[src/rtl/recv_fifo.sv]
// Serial frame receiver feeding a first-word-fall-through output FIFO.
// Ports: clk, i_rst_n (async), i_sclr, i_en/i_dat (serial in), i_rd,
//        o_valid/o_byte/o_full (FIFO), o_perr/o_ferr/o_ovf pulses, o_err_cnt.
// Optional: define RECV_ERRCNT_EN to build the saturating bad-frame counter.
module recv_fifo #(
  parameter int DATA_W = 8,
  parameter int PARITY = 1,
  parameter int DEPTH  = 4
) (
  input  logic              clk,
  input  logic              i_rst_n,
  input  logic              i_sclr,
  input  logic              i_en,
  input  logic              i_dat,
  input  logic              i_rd,
  output logic              o_valid,
  output logic [DATA_W-1:0] o_byte,
  output logic              o_full,
  output logic              o_perr,
  output logic              o_ferr,
  output logic              o_ovf,
  output logic [7:0]        o_err_cnt
);

  localparam int CW = $clog2(DATA_W);
  localparam int AW = $clog2(DEPTH);
  localparam logic [CW-1:0] LAST = CW'(DATA_W - 1);
  localparam logic [AW:0] FULL_N = (AW + 1)'(DEPTH);
  localparam logic PAR_ODD = (PARITY == 1);
  localparam logic HAS_PAR = (PARITY != 0);

  typedef enum logic [1:0] {
    IDLE,
    DATA,
    PAR,
    STOP
  } state_t;

  state_t              state_q;
  state_t              state_d;
  logic [CW-1:0]       cnt_q;
  logic [CW-1:0]       cnt_d;
  logic [DATA_W-1:0]   sh_q;
  logic [DATA_W-1:0]   sh_d;
  logic                pm_q;
  logic                pm_d;
  logic                stop_ev;

  always_comb begin
    state_d = state_q;
    cnt_d   = cnt_q;
    sh_d    = sh_q;
    pm_d    = pm_q;
    stop_ev = 1'b0;
    if (i_en) begin
      unique case (state_q)
        IDLE: begin
          if (!i_dat) begin
            state_d = DATA;
            cnt_d   = '0;
            pm_d    = 1'b0;
          end
        end
        DATA: begin
          sh_d = {i_dat, sh_q[DATA_W-1:1]};
          if (cnt_q == LAST) begin
            state_d = HAS_PAR ? PAR : STOP;
            cnt_d   = '0;
          end else begin
            cnt_d = cnt_q + 1'b1;
          end
        end
        PAR: begin
          pm_d    = i_dat != ((^sh_q) ^ PAR_ODD);
          state_d = STOP;
        end
        STOP: begin
          stop_ev = 1'b1;
          state_d = IDLE;
        end
        default: state_d = IDLE;
      endcase
    end
  end

  always_ff @(posedge clk or negedge i_rst_n) begin
    if (!i_rst_n) begin
      state_q <= IDLE;
      cnt_q   <= '0;
      sh_q    <= '0;
      pm_q    <= 1'b0;
    end else if (i_sclr) begin
      state_q <= IDLE;
      cnt_q   <= '0;
      sh_q    <= '0;
      pm_q    <= 1'b0;
    end else begin
      state_q <= state_d;
      cnt_q   <= cnt_d;
      sh_q    <= sh_d;
      pm_q    <= pm_d;
    end
  end

  logic [DATA_W-1:0] mem [DEPTH];
  logic [AW-1:0]     wr_ptr;
  logic [AW-1:0]     rd_ptr;
  logic [AW:0]       occ;
  logic              good;
  logic              pop;
  logic              push;
  logic              ferr_ev;
  logic              perr_ev;
  logic              ovf_ev;

  assign o_valid = occ != '0;
  assign o_full  = occ == FULL_N;
  assign o_byte  = o_valid ? mem[rd_ptr] : '0;

  // A pop in the same cycle frees the slot, so full+pop still accepts.
  assign pop     = i_rd & o_valid;
  assign good    = stop_ev & i_dat & ~pm_q;
  assign push    = good & (~o_full | pop);
  assign ovf_ev  = good & o_full & ~pop;
  assign ferr_ev = stop_ev & ~i_dat;
  assign perr_ev = stop_ev & pm_q;

  always_ff @(posedge clk) begin
    if (push && !i_sclr) begin
      mem[wr_ptr] <= sh_q;
    end
  end

  always_ff @(posedge clk or negedge i_rst_n) begin
    if (!i_rst_n) begin
      wr_ptr <= '0;
      rd_ptr <= '0;
      occ    <= '0;
      o_perr <= 1'b0;
      o_ferr <= 1'b0;
      o_ovf  <= 1'b0;
    end else if (i_sclr) begin
      wr_ptr <= '0;
      rd_ptr <= '0;
      occ    <= '0;
      o_perr <= 1'b0;
      o_ferr <= 1'b0;
      o_ovf  <= 1'b0;
    end else begin
      o_perr <= perr_ev;
      o_ferr <= ferr_ev;
      o_ovf  <= ovf_ev;
      if (push) begin
        wr_ptr <= wr_ptr + 1'b1;
      end
      if (pop) begin
        rd_ptr <= rd_ptr + 1'b1;
      end
      unique case ({push, pop})
        2'b10:   occ <= occ + 1'b1;
        2'b01:   occ <= occ - 1'b1;
        default: occ <= occ;
      endcase
    end
  end

`ifdef RECV_ERRCNT_EN
  logic [7:0] err_q;
  logic       bad;

  // ovf only fires on otherwise-good frames, so one frame bumps at most once.
  assign bad = ferr_ev | perr_ev | ovf_ev;

  always_ff @(posedge clk or negedge i_rst_n) begin
    if (!i_rst_n) begin
      err_q <= '0;
    end else if (i_sclr) begin
      err_q <= '0;
    end else if (bad && err_q != 8'hFF) begin
      err_q <= err_q + 1'b1;
    end
  end

  assign o_err_cnt = err_q;
`else
  assign o_err_cnt = 8'd0;
`endif

endmodule

[config.mk]
export PLATFORM = sky130hd
export DESIGN_NAME = recv_fifo
export DESIGN_NICKNAME = d
export VERILOG_FILES = /design/src/rtl/recv_fifo.sv
export SDC_FILE = /design/constraint.sdc
export NUM_CORES = 1
export LEC_CHECK = 0
export ABC_AREA = 1
export CAP_MARGIN = 10
export CORE_ASPECT_RATIO = 0.5
export CORE_MARGIN = 4
export CORE_UTILIZATION = 55
export CTS_CLUSTER_SIZE = 30
export DETAILED_ROUTE_END_ITERATION = 16
export GPL_TIMING_DRIVEN = 0
export PLACE_DENSITY = 0.77
export SLEW_MARGIN = 20
export SYNTH_ARGS = -nofsm -noshare
export SYNTH_HDL_FRONTEND = slang
export SYNTH_SLANG_ARGS = --single-unit
[constraint.sdc]
create_clock -name clk -period 2.1 [get_ports clk]
set_input_delay 0.42 -clock clk [delete_from_list [all_inputs] [get_ports clk]]
set_output_delay 0.42 -clock clk [all_outputs]
set_load 0.05 [all_outputs]
==> results.txt <==
run status = complete, no violations
synthesized area = 2681 sq um
die area = 6124 sq um
die width = 106.7 um
CTS buffer count = 5
placed cells = 363
die height = 57.37 um
row cnt = 17
antenna-violating nets left = 0
Worst path top cell family by delay = buffers and inverters
PnR worst setup slack = 85.54 ps
top-area cell type share of the netlist area = 0.3584
Post-Synthesis Cells = 272
Starting Density = 0.5891
share of cells above drive strength 1 = 0.1994
Root Buffer = clkbuf_8
1st-iter DRT viols = 142
synthesized flop and latch total = 56
CP max stage cell = dfrtp_1
RSZ-0062 raised after global routing = true
post-DR wirelength/cell = 13.89 um
pin count of the biggest net entering global routing = 25
Least-Margin Pin Slew = 543.2 ps
worst-skew pair later-pin latency = 310 ps
Placement Cell Area = 2970 sq um
drt pass-1 iters = 5
Final Instance Area = 3232 sq um
Nets = 327
Layout area overhead = 20.53%
crit share post-route = 0.9593
critical path capture point type = output port
max_slew headroom = 0.6379
Clock transition at path regs = 100 ps
fin cells = 377
final wirelength = 5237 um
CP max FO = 8
Tot GR Track Use = 0.1789
pwr dens = 952.1 nW/um^2
Bufs and invs on worst path = 3
CTS Buffer Depth = 2
fin crit period = 2014 ps
CTS tree = done
top-count cell post-synth = nor2_1
Met3 Routed Length = 375 um
Via density = 4.995
Antenna Diode Count = 0
DP HPWL = 3491 um
Setup WS pre-CTS = -573.3 ps
IO Port Bufs = 18
Yosys top cell by area = edfxtp_1
GR Overflow Total = 0
clk_skew = 3.539 ps
Crit Path Class = reg -> out
Top Layer Used = met4
core area = 4552 sq um
met2 WL = 2575 um
CP startpoint kind = register
I/O pin count = 27
initial antenna violation count = 0
Worst path max stage delay = 390 ps
final setup fails = 0
leakage = 0.001392 uW
asr flop ratio synth = 0.4286
first-pass GRT wire length = 8473 um
Max Clk Rate = 496.4 MHz
CTS Sinks = 56
max_cap viols = 0
top_reg_cell synth = edfxtp_1
vias in the first global route = 1819
CP Cell Sequence = inv_1, nand3_4, clkinvlp_4, a21oi_1, buf_4
H-Tree Depth = 2
final total power = 3077 uW
Final Max Slew Viols = 0
Hold Fails Final Rpt = 0
Required @ worst endpoint = 1680 ps
sequential area share after synthesis = 0.5824
EDFF count, synth = 32
GP Congestion = 0.8044
peak supply drop = 433.4 uV
synth unique cells = 29
M1 WL = 2246 um
hold crit path type = in -> async
Vias = 1883
Synth top cells by count = nor2_1 (44), nand2_1 (43), edfxtp_1 (32), inv_1 (29), dfrtp_1 (24)
mean post-synth cell area = 9.858 sq um
CP arrival = 1590 ps
Ys Warns = 0
final core utilization = 0.7100
top area cells in the synthesized netlist = edfxtp_1 (36%), dfrtp_1 (22%), nor2_1 (6.2%)
DR DRC count = 0
## report_power, final
part           internal (uW)  switching [uW]  leakage (uW)  total (uW)
Clock                    239             346     0.0000485         586
Sequential              1220            48.1      0.000628        1260
Combinational            391             837      0.000716        1230
Total                   1850            1230       0.00139        3080
## final cells by class
class	instances	area (sq um)
Tap cell	66	82.58
Multi-Input combinational cell	176	988.4
Clock inverter	3	22.52
Timing Repair Buffer	24	259.0
Buffer	13	110.1
Fill cell	341	1320
Inverter	34	138.9
Clock buffer	5	68.82
Sequential cell	56	1562
## per-stage QoR
stage / hold WS (ps) / setup TNS, ps
after floorplan: 124.4 / -114.0
after global placement: 501.6 / -19210
after detailed placement: 505.8 / -21160
after CTS: 532.8 / -1802
after global routing: 102.6 / -96.83
final: 81.55 / 0
## placed cells by master, fill, tap and decap left out, types with 3 or more instances in the layout
cell type	Yosys	routed
nand2_1	43	42
nor2_1	44	40
edfxtp_1	32	32
inv_1	29	27
dfrtp_1	24	24
o21ai_0	20	20
buf_4	8	16
nand3_1	12	12
ha_1	10	10
o22ai_1	8	8
conb_1	1	8
clkdlybuf4s50_1	0	7
a21oi_1	10	6
a21oi_2	2	6
buf_6	0	5
clkbuf_8	0	5
inv_2	4	4
nor2_4	0	4
buf_12	0	4
nand2_2	2	3
## sequential cells by signal, summed over array words and instances (netlist names), 2 cells and up
name / cells
mem: 32
cnt_q: 3
sh_q: 8
wr_ptr: 2
occ: 3
state_q: 2
rd_ptr: 2
## metal layers
metal,vias up,track usage
li1,962,-
met1,859,0.2288
met2,58,0.3122
met3,4,0.04972
met4,0,0.03279
met5,-,0
## kinds of logic (layout without fill, tap and decap cells)
group                      Yosys count  in the layout  share of synthesized area
buffers and inverters               47             79                    0.07932
xor gates and xnor gates             3              3                   0.009801
and+or+nand+nor                    110            110                     0.1811
adders and majority gates           11             11                    0.05413
other                                1              8                   0.001399
DFF                                 56             56                     0.5824
AOI/OAI and AO/OA                   44             44                    0.09193
## worst paths after layout
check | from | endpoint | slack, ps | cells past startpoint
min reg2reg | cnt_q[2] | cnt_q[2] | 530 | 2
min in group clk | cnt_q[2] | cnt_q[2] | 530 | 2
max in group asynchronous | i_rst_n | sh_q[3] | 1650 | 1
min | i_rst_n | occ[1] | 80 | 1
max | occ[2] | o_byte[2] | 90 | 5
max reg2reg | state_q[0] | occ[2] | 260 | 10
## timing repair
item | CTS | global route
hold endpoints to repair | 0 | 0
setup buffers | 0 | 6
gates resized for setup | 59 | 23
pin swaps | 0 | 5
cloned | 0 | 0
endpoints found under the setup margin | 42 | 40
hold buffers | 0 | 0
Power figures use the tool's default switching activity.
